### config.mk
export PLATFORM = sky130hd
export DESIGN_NAME = cpu_step_ctrl
export DESIGN_NICKNAME = d
export VERILOG_FILES = /design/src/rtl/cpu_step_ctrl_pkg.sv /design/src/rtl/cpu_step_ctrl_key_edge.sv /design/src/rtl/cpu_step_ctrl.sv
export SDC_FILE = /design/constraint.sdc
export NUM_CORES = 1
export LEC_CHECK = 0
export ABC_AREA = 1
export BUFFER_PORTS_ARGS = -buffer_cell sky130_fd_sc_hd__buf_4
export CAP_MARGIN = 20
export CORE_MARGIN = 8
export CORE_UTILIZATION = 50
export DETAILED_ROUTE_END_ITERATION = 8
export PLACE_DENSITY = 0.69
export RECOVER_POWER = 100
export SLEW_MARGIN = 20
export SYNTH_ARGS = -nofsm -noshare
export SYNTH_HDL_FRONTEND = slang
export SYNTH_HIERARCHICAL = 1
export SYNTH_SLANG_ARGS = --single-unit
### constraint.sdc
create_clock -name clk -period 1.7 [get_ports clk]
set_clock_uncertainty 0.15 [all_clocks]
set_input_delay 0.255 -clock clk [delete_from_list [all_inputs] [get_ports clk]]
set_output_delay 0.255 -clock clk [all_outputs]
set_load 0.02 [all_outputs]
### src/rtl/cpu_step_ctrl_pkg.sv
// Shared definitions for the front-panel step controller: FSM state encoding
// and the step-rate divider used on the board build.
package cpu_step_ctrl_pkg;

  typedef enum logic [1:0] {
    ST_IDLE   = 2'd0,
    ST_RUN    = 2'd1,
    ST_HALTED = 2'd2
  } state_e;

  // 50 MHz board clock divided down to two steps per second in free-run.
  localparam int unsigned BOARD_RUN_DIV = 25_000_000;

endpackage

### src/rtl/cpu_step_ctrl_key_edge.sv
// Rising-edge detector for one debounced push-button level.
// History resets to 1 so a key held through reset release is not a press.
module key_edge (
  input  logic clk,
  input  logic rst,
  input  logic key,
  output logic press
);

  logic hist_q;
  logic hist_d;

  always_comb begin
    hist_d = key;
  end

  always_ff @(posedge clk or posedge rst) begin
    if (rst) begin
      hist_q <= 1'b1;
    end else begin
      hist_q <= hist_d;
    end
  end

  assign press = key & ~hist_q;

endmodule

### src/rtl/cpu_step_ctrl.sv
// Front-panel execution controller: single-step, divided free-run and halt
// handling, plus display page selection and a saturating step counter.
module cpu_step_ctrl
  import cpu_step_ctrl_pkg::*;
#(
  parameter int RUN_DIV    = BOARD_RUN_DIV,
  parameter int DISP_PAGES = 4,
  parameter int PAGE_W     = 2,
  parameter int CNT_W      = 16
) (
  input  logic              clk,
  input  logic              rst,
  input  logic              key_step,
  input  logic              key_run,
  input  logic              key_page,
  input  logic              cpu_halt,
  output logic              cpu_step_en,
  output logic              run_mode,
  output logic              halted,
  output logic [PAGE_W-1:0] page_sel,
  output logic [CNT_W-1:0]  step_count
);

  localparam int TIMER_W = $clog2(RUN_DIV);

  logic step_press;
  logic run_press;
  logic page_press;

  key_edge u_step_edge (.clk(clk), .rst(rst), .key(key_step), .press(step_press));
  key_edge u_run_edge  (.clk(clk), .rst(rst), .key(key_run),  .press(run_press));
  key_edge u_page_edge (.clk(clk), .rst(rst), .key(key_page), .press(page_press));

  state_e              state_q, state_d;
  logic [TIMER_W-1:0]  timer_q, timer_d;
  logic                step_en_q, step_en_d;
  logic                run_mode_q, run_mode_d;
  logic                halted_q, halted_d;
  logic [PAGE_W-1:0]   page_q, page_d;
  logic [CNT_W-1:0]    count_q, count_d;

  // In RUN the priority is halt, then run press, then timer terminal count.
  always_comb begin
    state_d   = state_q;
    timer_d   = timer_q;
    step_en_d = 1'b0;
    unique case (state_q)
      ST_IDLE: begin
        timer_d = '0;
        if (run_press) begin
          state_d = ST_RUN;
        end else if (step_press) begin
          if (cpu_halt) begin
            state_d = ST_HALTED;
          end else begin
            step_en_d = 1'b1;
          end
        end
      end
      ST_RUN: begin
        if (cpu_halt) begin
          state_d = ST_HALTED;
          timer_d = '0;
        end else if (run_press) begin
          state_d = ST_IDLE;
          timer_d = '0;
        end else if (timer_q == TIMER_W'(RUN_DIV - 1)) begin
          step_en_d = 1'b1;
          timer_d   = '0;
        end else begin
          timer_d = timer_q + TIMER_W'(1);
        end
      end
      ST_HALTED: begin
        timer_d = '0;
        if (run_press) begin
          state_d = ST_IDLE;
        end
      end
      default: begin
        state_d = ST_IDLE;
        timer_d = '0;
      end
    endcase
  end

  always_comb begin
    run_mode_d = (state_d == ST_RUN);
    halted_d   = (state_d == ST_HALTED);
    page_d     = page_q;
    count_d    = count_q;
    if (page_press) begin
      page_d = (page_q == PAGE_W'(DISP_PAGES - 1)) ? '0 : page_q + PAGE_W'(1);
    end
    if (step_en_d && !(&count_q)) begin
      count_d = count_q + CNT_W'(1);
    end
  end

  always_ff @(posedge clk or posedge rst) begin
    if (rst) begin
      state_q    <= ST_IDLE;
      timer_q    <= '0;
      step_en_q  <= 1'b0;
      run_mode_q <= 1'b0;
      halted_q   <= 1'b0;
      page_q     <= '0;
      count_q    <= '0;
    end else begin
      state_q    <= state_d;
      timer_q    <= timer_d;
      step_en_q  <= step_en_d;
      run_mode_q <= run_mode_d;
      halted_q   <= halted_d;
      page_q     <= page_d;
      count_q    <= count_d;
    end
  end

  assign cpu_step_en = step_en_q;
  assign run_mode    = run_mode_q;
  assign halted      = halted_q;
  assign page_sel    = page_q;
  assign step_count  = count_q;

endmodule

==> results.sh <==
export IMPL_clk_pin_slew_ns=0.10
export IMPL_power_density_nw_per_um2=752
export IMPL_critPathCaptureType="flop"
export IMPL_arrival_ns=1.77
export IMPL_max_cap_viol_count=0
export IMPL_grt_pass1_vias=2653
export IMPL_drc=0
export IMPL_ys_seq_area_frac=0.450
export IMPL_tns_ns=-0.0588
export IMPL_total_power_mw=2.79
export IMPL_met1_usage=0.190
export IMPL_yosysMostFrequentCell="nand2_1"
export IMPL_drive_above_1_share=0.248
export IMPL_placedInstanceArea_um2=3410
export IMPL_fin_crit_sh=1.01
export IMPL_ys_top_cells_by_count="nand2_1, nor2_1, dfrtp_1"
export IMPL_grt_use_met3=0.0288
export IMPL_yosysUniqueCellTypes=32
export IMPL_dieWidth_um=91.5
export IMPL_drtIter0Drc=115
export IMPL_path_cells="ha_4, nand3_4, nor2_4, nand2_2, nor2_4, nand4_4, buf_4, nand3_2, nand2_1"
export IMPL_critical_path_required_ns=1.76
export IMPL_hold_path_class="in2reg"
export IMPL_synth_xor_area_share=0.0554
export IMPL_synth_top_area_cell="dfrtp_1"
export IMPL_leakagePower_nw=1.62
export IMPL_die_y_um=91.5
export IMPL_cts_root_buf="clkbuf_8"
export IMPL_gp_congestion=0.870
export IMPL_start_util=0.517
export IMPL_drt_pass1_iter_count=4
export IMPL_rsz0062_at_grt="true"
export IMPL_grt_pass1_wl_mm=11.6
export IMPL_gr_usage_all_layers=0.166
export IMPL_cp_max_fo=4
export IMPL_synth_simple_area_share=0.385
export IMPL_hp_start="key_run"
export IMPL_post_drt_wl_per_cell_um=12.9
export IMPL_io_buffers=26
export IMPL_ys_ff_latch=51
export IMPL_fin_crit_ns=1.71
export IMPL_core_um2=5510
export IMPL_max_slew_margin=0.495
export IMPL_pre_cts_slack_ns=-0.0350
export IMPL_synth_area_top_cells="dfrtp_1, nand2_1, nor2_1"
export IMPL_synthAdderAreaFrac=0.0132
export IMPL_cp_slowest_cell="dfrtp_2"
export IMPL_outcome="complete, but fails checks"
export IMPL_ant_nets=0
export IMPL_n_fill_cell=461
export IMPL_peakVddDrop_mv=0.690
export IMPL_yosysTopAreaCellShare=0.422
export IMPL_synth_top_family_by_area="simple AND/OR/NAND/NOR gates"
export IMPL_syn_cell_area_um2=2850
export IMPL_avgSynthCellArea_um2=7.69
export IMPL_grt_start_max_net_pins=20
export IMPL_setup_ws_ns=-0.0146
export IMPL_grt_busiest_layer="met2"
export IMPL_synthCells=370
export IMPL_worst_pin_slew_ns=0.756
export IMPL_rows=27
export IMPL_path_class="reg2reg"
export IMPL_crit_path_max_incr_delay_ns=0.40
export IMPL_cts_path_max_buffers=2
export IMPL_drt_total_wl_mm=6.69
export IMPL_max_clock_freq_mhz=583
export IMPL_yosysWarnings=6
export IMPL_synthArstFlopShare=1.00
export IMPL_synthMuxAreaShare=0.00396
export IMPL_hold_ws_ns=0.323
export IMPL_cts_made_buffers=5
export IMPL_crit_start="step_count[0]$_DFFE_PP0P_"
export IMPL_hold_viol_final=0
export IMPL_synthFlopType="dfrtp_1"
export IMPL_boundaryPins=27
export IMPL_fin_area_um2=3710
export IMPL_crit_top_cell="nor2_4"
export IMPL_synth_compound_area_frac=0.0299
export IMPL_clock_sinks=51
export IMPL_htree_levels=2
export IMPL_clk_latency_ns=0.31
export IMPL_drv_slew=0
export IMPL_synth_edf_count=0
export IMPL_synth_fp_nets=379
export IMPL_nets=455
export IMPL_drt_vias_per_instance=5.06
export IMPL_setup_viol=8
export IMPL_cts_tree="yes"
export IMPL_violations="setup timing"
export IMPL_diodes=0
export IMPL_met2_usage=0.297
export IMPL_cp_start_kind="flop"
export IMPL_rr_startpoint="step_count[0]$_DFFE_PP0P_"
export IMPL_antenna_found_initial=0
export IMPL_dp_hpwl_mm=4.93
export IMPL_die_area_um2=8360
export IMPL_syn2layout_area_growth_pct=30.4
export IMPL_vias=2626
export IMPL_grt_ovfl_total=0
-- critical path: cells and delay by family (launching register included) --
family | cells | cell delay [ns]
adder cells (fa/ha/maj) | 1 | 0.15
buffers and inverters | 1 | 0.21
flip-flops | 1 | 0.40
AND/OR/NAND/NOR | 7 | 0.71
-- logic make-up (layout without fill, tap and decap cells) --
kind of cell / count (synthesis) / count (layout)
and+or+nand+nor: 239 / 239
AOI/OAI and AO/OA: 15 / 15
DFF: 51 / 51
muxes: 1 / 1
buffers and inverters: 43 / 120
xor gates and xnor gates: 18 / 18
adders and majority gates: 3 / 3
-- routing by layer --
| layer | vias to the layer above | wire length, µm |
|---|---|---|
| met3 | 12 | 163 |
| met2 | 36 | 3540 |
| met4 | 0 | 124 |
| li1 | 1332 | - |
| met5 | - | 0 |
| met1 | 1246 | 2860 |
-- stage by stage --
step / std cells / utilization
6_report: 519 / 0.674
5_1_grt: 519 / 0.674
4_1_cts: 514 / 0.665
3_5_place_dp: 499 / 0.620
3_3_place_gp: 499 / 0.620
2_1_floorplan: 370 / -
-- cell usage in the layout (no fill, tap or decap), types with 7 or more instances in the layout --
cell type  synthesis  final
nand4_1            8      8
inv_1             36     36
nand3_1           29     15
nand2_1          104    101
clkbuf_1           0     19
buf_4              1     39
a21oi_1            9      9
clkbuf_8           0      7
nand3_2            3     16
nor2_4             3      7
dfrtp_1           48     45
xor2_1            12     12
nor3_1            12     10
nor2_1            63     59
-- layout make-up --
cell class | count | area [µm²] | share of cell area
repair buffers | 73 | 532 | 0.143
inverters | 39 | 149 | 0.0401
well taps | 72 | 90.1 | 0.0243
flip-flops and latches | 51 | 1280 | 0.346
clock inverters | 1 | 7.51 | 0.00202
multi-input cells | 276 | 1550 | 0.418
clock buffers | 7 | 96.3 | 0.0260
-- power breakdown --
part	total (mW)	switching [mW]	internal, mW
Sequential	1.39	0.0765	1.32
Combinational	0.624	0.372	0.251
Clock	0.772	0.401	0.371
-- registers in the layout, summed over array words and instances, names as in the netlist --
name                count
timer_q                25
step_count             16
page_sel                2
state_q                 2
cpu_step_en             1
halted                  1
run_mode                1
u_page_edge/hist_q      1
u_run_edge/hist_q       1
u_step_edge/hist_q      1
-- final timing paths --
path	to	slack [ns]	cells past startpoint
hold / removal	state_q[0]$_DFF_PP0_	0.32	6
hold reg to reg	page_sel[0]$_DFFE_PP0P_	0.37	1
setup / recovery	step_count[4]$_DFFE_PP0P_	-0.01	9
setup reg to reg	step_count[4]$_DFFE_PP0P_	-0.01	9
min in group asynchronous	u_page_edge/hist_q$_DFF_PP1_	0.37	3
max in group asynchronous	timer_q[18]$_DFF_PP0_	0.15	4
-- timing repair --
action / 4_1_cts / 5_1_grt
pin swaps: 6 / 10
buffers inserted: 2 / 4
endpoints found under the hold margin: 24 / 0
gates resized for setup: 17 / 26
hold buffers: 5 / 0
gates cloned: 0 / 1
setup endpoints to repair: 37 / 39
(Power assumes the default switching activity.)
